**src/rtl/pipe_muldiv_pkg.sv**
```systemverilog
// Shared op encodings and helpers for the EX-stage multiply/divide unit.
package pipe_muldiv_pkg;

  localparam logic [2:0] MD_NONE  = 3'd0;
  localparam logic [2:0] MD_MULT  = 3'd1;
  localparam logic [2:0] MD_MULTU = 3'd2;
  localparam logic [2:0] MD_DIV   = 3'd3;
  localparam logic [2:0] MD_DIVU  = 3'd4;
  localparam logic [2:0] MD_MTHI  = 3'd5;
  localparam logic [2:0] MD_MTLO  = 3'd6;

  typedef struct packed {
    logic [31:0] a;
    logic [31:0] b;
    logic        sgn;
  } mul_opnd_t;

  // Magnitude of a 32-bit value; 0x80000000 maps to itself, read as unsigned.
  function automatic logic [31:0] mag32(input logic [31:0] v, input logic sgn);
    return (sgn && v[31]) ? (~v + 32'd1) : v;
  endfunction

endpackage

```
**src/rtl/pipe_divider.sv**
```systemverilog
// Iterative restoring divider: 32 shift/subtract cycles on magnitudes, sign
// fixup applied combinationally while done is high (33rd cycle after start).
module pipe_divider
  import pipe_muldiv_pkg::*;
(
  input  logic        clk,
  input  logic        rst,
  input  logic        start,
  input  logic        is_signed,
  input  logic [31:0] dividend,
  input  logic [31:0] divisor,
  output logic        done,
  output logic [31:0] quotient,
  output logic [31:0] remainder
);

  logic [31:0] rem, quo, dvs;
  logic [5:0]  cnt;
  logic        active, neg_q, neg_r;
  logic [32:0] shifted;
  logic [31:0] sub;
  logic        ge;

  assign shifted = {rem, quo[31]};
  assign ge      = (shifted >= {1'b0, dvs});
  // Only used when ge holds, so the true difference fits in 32 bits.
  assign sub     = shifted[31:0] - dvs;

  always_ff @(posedge clk) begin
    if (rst) begin
      active <= 1'b0;
      cnt    <= '0;
      rem    <= '0;
      quo    <= '0;
      dvs    <= '0;
      neg_q  <= 1'b0;
      neg_r  <= 1'b0;
    end else if (start) begin
      active <= 1'b1;
      cnt    <= '0;
      rem    <= '0;
      quo    <= mag32(dividend, is_signed);
      dvs    <= mag32(divisor, is_signed);
      neg_q  <= is_signed & (dividend[31] ^ divisor[31]);
      neg_r  <= is_signed & dividend[31];
    end else if (active) begin
      if (cnt != 6'd32) begin
        cnt <= cnt + 6'd1;
        rem <= ge ? sub : shifted[31:0];
        quo <= {quo[30:0], ge};
      end else begin
        active <= 1'b0;
      end
    end
  end

  assign done      = active && (cnt == 6'd32);
  assign quotient  = neg_q ? (~quo + 32'd1) : quo;
  assign remainder = neg_r ? (~rem + 32'd1) : rem;

endmodule

```
**src/rtl/pipe_muldiv.sv**
```systemverilog
// EX-stage MULT/MULTU/DIV/DIVU/MTHI/MTLO unit owning architectural HI/LO.
// Divider present only when PIPE_MULDIV_DIV_EN is defined; otherwise DIV/DIVU are no-ops.
module pipe_muldiv
  import pipe_muldiv_pkg::*;
#(
  parameter int MUL_LAT = 3
) (
  input  logic        clk,
  input  logic        rst,
  input  logic        md_valid,
  input  logic [2:0]  md_op,
  input  logic [31:0] src_a,
  input  logic [31:0] src_b,
  input  logic        flush,
  output logic        busy,
  output logic        done,
  output logic [31:0] hi,
  output logic [31:0] lo
);

  localparam int CW = (MUL_LAT > 1) ? $clog2(MUL_LAT) : 1;

  typedef enum logic [1:0] {S_IDLE, S_MUL, S_DIV} state_t;

  state_t     state, state_n;
  logic [CW-1:0] cnt, cnt_n;
  mul_opnd_t  opnd, opnd_n;
  logic [31:0] hi_n, lo_n;
  logic       done_n;
  logic [63:0] prod;

  // Extending by sgn makes one 64-bit multiplier serve both MULT and MULTU.
  assign prod = {{32{opnd.sgn & opnd.a[31]}}, opnd.a} *
                {{32{opnd.sgn & opnd.b[31]}}, opnd.b};
  assign busy = (state != S_IDLE);

`ifdef PIPE_MULDIV_DIV_EN
  logic        div_start, div_sgn, div_done, dz, dz_n;
  logic [31:0] div_q, div_r;

  assign div_sgn = (md_op == MD_DIV);

  pipe_divider u_div (
    .clk       (clk),
    .rst       (rst),
    .start     (div_start),
    .is_signed (div_sgn),
    .dividend  (src_a),
    .divisor   (src_b),
    .done      (div_done),
    .quotient  (div_q),
    .remainder (div_r)
  );
`endif

  always_comb begin
    state_n = state;
    cnt_n   = cnt;
    opnd_n  = opnd;
    hi_n    = hi;
    lo_n    = lo;
    done_n  = 1'b0;
`ifdef PIPE_MULDIV_DIV_EN
    dz_n      = dz;
    div_start = 1'b0;
`endif
    if (flush) begin
      state_n = S_IDLE;
    end else begin
      case (state)
        S_IDLE: begin
          if (md_valid) begin
            case (md_op)
              MD_MULT, MD_MULTU: begin
                state_n = S_MUL;
                cnt_n   = CW'(MUL_LAT - 1);
                opnd_n  = '{a: src_a, b: src_b, sgn: (md_op == MD_MULT)};
              end
`ifdef PIPE_MULDIV_DIV_EN
              MD_DIV, MD_DIVU: begin
                state_n   = S_DIV;
                dz_n      = (src_b == 32'd0);
                div_start = (src_b != 32'd0);
              end
`endif
              MD_MTHI: hi_n = src_a;
              MD_MTLO: lo_n = src_a;
              default: ;
            endcase
          end
        end
        S_MUL: begin
          if (cnt == '0) begin
            hi_n    = prod[63:32];
            lo_n    = prod[31:0];
            done_n  = 1'b1;
            state_n = S_IDLE;
          end else begin
            cnt_n = cnt - 1'b1;
          end
        end
`ifdef PIPE_MULDIV_DIV_EN
        S_DIV: begin
          // Divide by zero finishes after one busy cycle and leaves HI/LO alone.
          if (dz) begin
            done_n  = 1'b1;
            state_n = S_IDLE;
          end else if (div_done) begin
            hi_n    = div_r;
            lo_n    = div_q;
            done_n  = 1'b1;
            state_n = S_IDLE;
          end
        end
`endif
        default: state_n = S_IDLE;
      endcase
    end
  end

  always_ff @(posedge clk) begin
    if (rst) begin
      state <= S_IDLE;
      cnt   <= '0;
      opnd  <= '0;
      hi    <= '0;
      lo    <= '0;
      done  <= 1'b0;
`ifdef PIPE_MULDIV_DIV_EN
      dz    <= 1'b0;
`endif
    end else begin
      state <= state_n;
      cnt   <= cnt_n;
      opnd  <= opnd_n;
      hi    <= hi_n;
      lo    <= lo_n;
      done  <= done_n;
`ifdef PIPE_MULDIV_DIV_EN
      dz    <= dz_n;
`endif
    end
  end

endmodule
```
**config.mk**
```make
export PLATFORM = sky130hd
export DESIGN_NAME = pipe_muldiv
export DESIGN_NICKNAME = d
export VERILOG_FILES = /design/src/rtl/pipe_muldiv_pkg.sv /design/src/rtl/pipe_divider.sv /design/src/rtl/pipe_muldiv.sv
export SDC_FILE = /design/constraint.sdc
export NUM_CORES = 2
export LEC_CHECK = 0
export CORE_ASPECT_RATIO = 0.7
export CORE_MARGIN = 5
export CORE_UTILIZATION = 50
export CTS_BUF_LIST = sky130_fd_sc_hd__clkbuf_2 sky130_fd_sc_hd__clkbuf_4 sky130_fd_sc_hd__clkbuf_8
export CTS_CLUSTER_SIZE = 20
export DETAILED_ROUTE_END_ITERATION = 10
export PLACE_DENSITY_LB_ADDON = 0.05
export SYNTH_ARGS = -nofsm -noshare
export SYNTH_HDL_FRONTEND = slang
export SYNTH_HIERARCHICAL = 1
export SYNTH_SLANG_ARGS = --single-unit
```
**constraint.sdc**
```tcl
create_clock -name clk -period 9.2 [get_ports clk]
set_input_delay 1.84 -clock clk [delete_from_list [all_inputs] [get_ports clk]]
set_output_delay 1.84 -clock clk [all_outputs]
set_load 0.01 [all_outputs]
```
* Word level (Yosys, flattened, before mapping) *
Index checks and enable logic that the tools add are counted.
Widths: inputs -> output; s select.

word-level totals
  register bits = 134
  bits of input ports = 71
  word-level logic and storage cells = 54

cells by class
  add/subtract/negate cells = 1
  multiply operators = 1
  equal/unequal tests = 11
  mux-type cells = 17
  bitwise operators = 4
  reduce and logical (&&, ||, !) cells = 12

operator list
  operator             count
  $mux 32              6
  $pmux 32 s2          2
  $mul 33x33->64       1
  $reduce_and 5->1     3
  $mux 2               6
  $pmux 2 s2           2
  $eq 3x3->1 const B   2
  $ne 2x1->1 const B   3
  $ne 2x2->1 const B   3
  $logic_not 2->1      2
  $reduce_and 4->1     1
  $reduce_bool 2->1    2
  $reduce_or 2->1      2
  $eq 3x1->1 const B   1
  $eq 3x2->1 const B   1
  $reduce_and 3->1     1
  $reduce_or 3->1      1
  $and 1x1->1          2
  $eq 2x1->1 const B   1
  $not 1->1            2
  $sub 2x1->2 const B  1
  $mux 1               1

* Longest topological paths before layout *
  depth in word-level cells = 5
  depth in mapped cells = 31

* Worst setup path before layout *
No wires, ideal clock.

  kind = register to register
  from = register opnd[64] (netlist name)
  to = register hi[30]
  arrival time = 8,036 ps
  data required time = 9,086 ps
  path slack = 1,050 ps
  cell stages (with the launch flop) = 30
  path buffers = 3
  period minus slack after synthesis = 8,150 ps
  cell sequence = dfxtp_1 > clkbuf_1 > and2_1 > clkbuf_1 > nand2_1 > inv_1 > fa_1 > inv_1 > fa_1 > inv_1 > fa_1 > fa_1 > inv_1 > fa_1 > inv_1 > fa_1 > inv_1 > fa_1 > fa_1 > inv_1 > ha_1 > clkbuf_1 > nor2b_1 > nor2_1 > o211ai_1 > a221o_1 > o31a_1 > a221oi_1 > xor2_1 > a2111oi_0

on the way
  cells in the longest elaborated chain, start to end = 4

ends and longest elaborated chain
  item                    RTL line            text
  from (decl)             pipe_muldiv.sv:27   mul_opnd_t opnd, opnd_n;
  from (signal assigned)  pipe_muldiv.sv:135  opnd <= opnd_n;
  $and 1x1->1             pipe_muldiv.sv:33   assign prod = {{32{opnd.sgn & opnd.a[31]}}, opnd.a} *
  $mul 33x33->64 (*)      pipe_muldiv.sv:33
  $mux 32 (*)             pipe_muldiv.sv:93   if (cnt == '0) begin
  $pmux 32 s2 (*)         pipe_muldiv.sv:70   case (state)
  to (signal assigned)    pipe_muldiv.sv:136  hi <= hi_n;
  to (decl)               pipe_muldiv.sv:17   output logic [31:0] hi,

Mark *: on every way between the ends. The rest lies on a longest branch, timed or not. The select of a mux whose other input is x is not followed.
A chain may end at the register's enable or synchronous reset.

* Worst setup path in the final report *
  from = register opnd[43] (netlist name)
  to = register hi[21]

on the way
  cells in the longest elaborated chain, start to end = 3

ends and longest elaborated chain
  item            RTL line
  $mul 33x33->64  pipe_muldiv.sv:33
  $mux 32         pipe_muldiv.sv:93
  $pmux 32 s2     pipe_muldiv.sv:70

No other way between the ends. The select of a mux whose other input is x is not followed.

==> out/qor.log <==
qor: worst_setup_path.max_stage_delay 0.95 ns
qor: worst_setup_path.crit_type reg2reg
qor: sta.timing.max_slew.rel_slack 22.9%
qor: synthesis.yosys.area.top_type sky130_fd_sc_hd__fa_1
qor: die.core_region_area 0.0858 mm2
qor: detailed_routing.drc 0
qor: synthesis.ys.warnings.count 6
qor: synthesis.syn-cell-area 0.0431 mm2
qor: cts.clock_sinks 133
qor: die.die_area 0.0922 mm2
qor: die.floorplan.initialDensity 50.2%
qor: worst_setup_path.rr_endpoint hi[21]$_SDFFE_PP0P_
qor: power_and_ir_drop.ir_drop 0.0000778 V
qor: synthesis.netlist_top_cells_area sky130_fd_sc_hd__fa_1 52%, sky130_fd_sc_hd__inv_1 9.8%, sky130_fd_sc_hd__nand2_1 7.8%
qor: worst_setup_path.startpoint opnd[43]$_SDFFE_PP0P_
qor: synthesis.netlist_top_cells_count 1125 x sky130_fd_sc_hd__fa_1, 1124 x sky130_fd_sc_hd__inv_1, 891 x sky130_fd_sc_hd__nand2_1, 346 x sky130_fd_sc_hd__and2_1, 279 x sky130_fd_sc_hd__clkbuf_1
qor: die.die_width 361 um
qor: sta.finalClockSkew 0.0293 ns
qor: worst_setup_path.critical-path-slowest-cell sky130_fd_sc_hd__dfxtp_1
qor: synthesis.post_synth_inst_count 4821
qor: sta.fmax 111 MHz
qor: min_path.worst_hold_path_type reg2reg
qor: sta.grt_setup_unrepaired no
qor: layout.post-route-cell-area 0.0463 mm2
qor: worst_setup_path.cp_data_required_time 9.56 ns
qor: die.io_pins 137
qor: worst_setup_path.cp_common_cell sky130_fd_sc_hd__fa_1
qor: global_route.largest_net_degree_at_the_start_of_global_routing 74
qor: flow_run.drv_cap 0
qor: detailed_routing.post_detailed_route_count_of_antenna_violating_nets 0
qor: synthesis.syn_nets 6230
qor: worst_setup_path.startpoint_type register
qor: global_route.globalRouteTotalUtil 29.5%
qor: die.placementRows 90
qor: sta.finalMaxSlewViolations 0
qor: cts.clock_tree.htree_level_count 4
qor: global_route.grt_antenna_before_repair 5
qor: synthesis.ys.flop_type sky130_fd_sc_hd__dfxtp_1
qor: global_route.grt_first_pass_wirelength 208 mm
qor: worst_setup_path.worstReg2RegStart opnd[43]$_SDFFE_PP0P_
qor: place.placed_cell_area 0.0458 mm2
qor: worst_setup_path.reg_to_reg_slack_setup 0.22 ns
qor: synthesis.postSynthAreaPerCell 8.93 um2
qor: synthesis.most_used_standard_cell_by_instance_count_after_synthesis sky130_fd_sc_hd__fa_1
qor: global_route.first_global_vias 33531
qor: run_status.run_status complete, no violations
qor: worst_setup_path.logic_depth_of_the_worst_register_to_register_path 26
qor: cts.tritoncts_clock_tree built
qor: worst_setup_path.crit_end hi[21]$_SDFFE_PP0P_
qor: sta.period_needed 8.98 ns
qor: detailed_routing.detail_route.wl_per_cell 22.2 um
qor: sta.min_period_over_period 97.6%
qor: place.io_buffer_count 136
qor: detailed_routing.totalWireLength 133 mm
qor: cts.tritoncts.num_buffers 17
qor: power_and_ir_drop.overall_power_consumption 0.00151 W
qor: power_and_ir_drop.p_leak 22.4 nW
qor: worst_setup_path.crit_path_end_kind register
qor: detailed_routing.route.detailed.vias_per_inst 5.34
qor: place.gpl.final_weighted_congestion 0.897
qor: synthesis.synth.yosys.seq_area_share 6.18%
qor: layout.areaGrowthSynthToFinish 7.52%
qor: worst_setup_path.worstPathArrival 9.34 ns
qor: cts.post_cts_hold_buffer_count 0
qor: synthesis.yosys_register_bits 133
qor: sta.slew_of_the_pin_with_the_lowest_slew_margin 1.16 ns
qor: detailed_routing.drt-initial-drc-count 2263
qor: die.die-height 256 um
qor: layout.number_of_nets_at_the_end_of_the_flow 6216
qor: place.dp_hpwl 112 mm
qor: power_and_ir_drop.power_density 32.7 mW/mm2
qor: cts.cts-root-to-sink-buffers 2
qor: cts.clock_tree.root_cell sky130_fd_sc_hd__clkbuf_8
qor: detailed_routing.drtPass1Iterations 6
qor: layout.final_util 53.9%
qor: synthesis.synth_enable_flop_cells 0
qor: cts.clk_latency 0.52 ns
qor: sta.final-hold-violation-count 0
qor: layout.diodes 0
qor: detailed_routing.number_of_vias_in_the_routed_layout 31863
qor: synthesis.synth_top_cell_area_share 52.3%
qor: synthesis.synth_async_sr_flop_share 0%
qor: cts.clk_slew_on_worst_s_h_paths 0.10 ns
qor: sta.fin_setup_tns 0 ns
qor: sta.setup_viol 0
qor: worst_setup_path.timing.critical_path.fanout_max 11
qor: layout.drive_above_1_share 4.15%
qor: synthesis.yosys.cell_types.count 64
qor: global_route.total_grt_overflow 0
-- per-stage QoR --
| step | hold WS (ns) | instances | setup WS (ns) |
|---|---|---|---|
| after detailed placement | 0.450 | 5937 | 0.297 |
| after CTS | 0.464 | 5969 | 0.250 |
| after global routing | 0.486 | 5970 | 0.00242 |
| after global placement | 0.444 | 5937 | 0.327 |
| after floorplan | 0.476 | 4821 | 1.05 |
| final | 0.466 | 5970 | 0.224 |
-- repair_timing --
action / 4_1_cts / 5_1_grt
gates resized for setup: 0 / 11
setup endpoints to repair: 0 / 4
buffers inserted: 0 / 1
endpoints found under the hold margin: 0 / 0
-- layout by cell type, fill, tap and decap left out, types with 13 or more instances in the layout --
master,synthesis,layout
sky130_fd_sc_hd__a211oi_1,52,52
sky130_fd_sc_hd__a21o_1,35,35
sky130_fd_sc_hd__a21oi_1,139,139
sky130_fd_sc_hd__a31oi_1,13,13
sky130_fd_sc_hd__and2_1,346,346
sky130_fd_sc_hd__and3_1,21,21
sky130_fd_sc_hd__buf_12,0,13
sky130_fd_sc_hd__buf_4,1,113
sky130_fd_sc_hd__clkbuf_8,0,17
sky130_fd_sc_hd__clkdlybuf4s50_1,0,135
sky130_fd_sc_hd__dfxtp_1,133,119
sky130_fd_sc_hd__dfxtp_2,0,14
sky130_fd_sc_hd__fa_1,1125,1125
sky130_fd_sc_hd__ha_1,213,213
sky130_fd_sc_hd__inv_1,1124,1123
sky130_fd_sc_hd__mux2i_1,13,13
sky130_fd_sc_hd__nand2_1,891,891
sky130_fd_sc_hd__nand3_1,16,16
sky130_fd_sc_hd__nand4_1,13,13
sky130_fd_sc_hd__nor2_1,110,110
sky130_fd_sc_hd__nor2b_1,13,13
sky130_fd_sc_hd__nor3_1,37,36
sky130_fd_sc_hd__o21ai_0,36,33
sky130_fd_sc_hd__xnor2_1,52,52
sky130_fd_sc_hd__xor2_1,23,23
-- layout make-up --
class,count,area [um2]
Clock buffer,18,241
Clock inverter,14,184
Fill cell,8101,39500
Inverter,1124,4220
Multi-Input combinational cell,3270,35100
Sequential cell,133,2680
Tap cell,1150,1440
Timing Repair Buffer,261,2460
-- cells by family after synthesis --
logic type      Yosys count  share of synthesized area (%)
simple gates           1491                           15.8
compound gates          352                           5.23
flops                   133                           6.18
buf+inv                1418                           12.4
fa+ha+maj              1338                           58.5
mux                      14                          0.328
xor+xnor                 75                           1.53
-- power by group --
group / internal (W) / switching [W] / total (W)
clock: 0.000259 / 0.000325 / 0.000584
sequential: 0.000591 / 0.0000377 / 0.000629
combinational: 0.000108 / 0.000193 / 0.000302
-- per-layer routing --
| metal | GRT usage (%) | routed length [um] |
|---|---|---|
| met2 | 46.4 | 60900 |
| met1 | 43.9 | 59000 |
| met3 | 5.08 | 10300 |
| met5 | 0 | 0 |
| met4 | 5.52 | 2740 |
-- state kept, by name, summed over array words and instances (netlist names) --
register  count
opnd         65
hi           32
lo           32
cnt           2
done          1
state         1
-- worst max-delay path, delay by kind of cell, from the launching register on --
family                     cells  cell delay, ns
adders and majority gates      9            4.49
and+or+nand+nor                8            1.95
DFF                            1            0.95
buffers and inverters          6            0.82
AOI/OAI and AO/OA              2            0.37
xor gates and xnor gates       1            0.22
-- worst min path at each step --
stage / start / end / slack, ns / cells past startpoint
floorplan: cnt[0]$_SDFFE_PP0P_ / cnt[0]$_SDFFE_PP0P_ / 0.48 / 2
global placement: opnd[22]$_SDFFE_PP0P_ / opnd[22]$_SDFFE_PP0P_ / 0.44 / 2
detailed placement: opnd[13]$_SDFFE_PP0P_ / opnd[13]$_SDFFE_PP0P_ / 0.45 / 2
CTS: opnd[17]$_SDFFE_PP0P_ / opnd[17]$_SDFFE_PP0P_ / 0.46 / 2
global route: opnd[13]$_SDFFE_PP0P_ / opnd[13]$_SDFFE_PP0P_ / 0.49 / 2
finish: opnd[49]$_SDFFE_PP0P_ / opnd[49]$_SDFFE_PP0P_ / 0.47 / 2
Note: power is estimated with default switching activity, not from simulation.
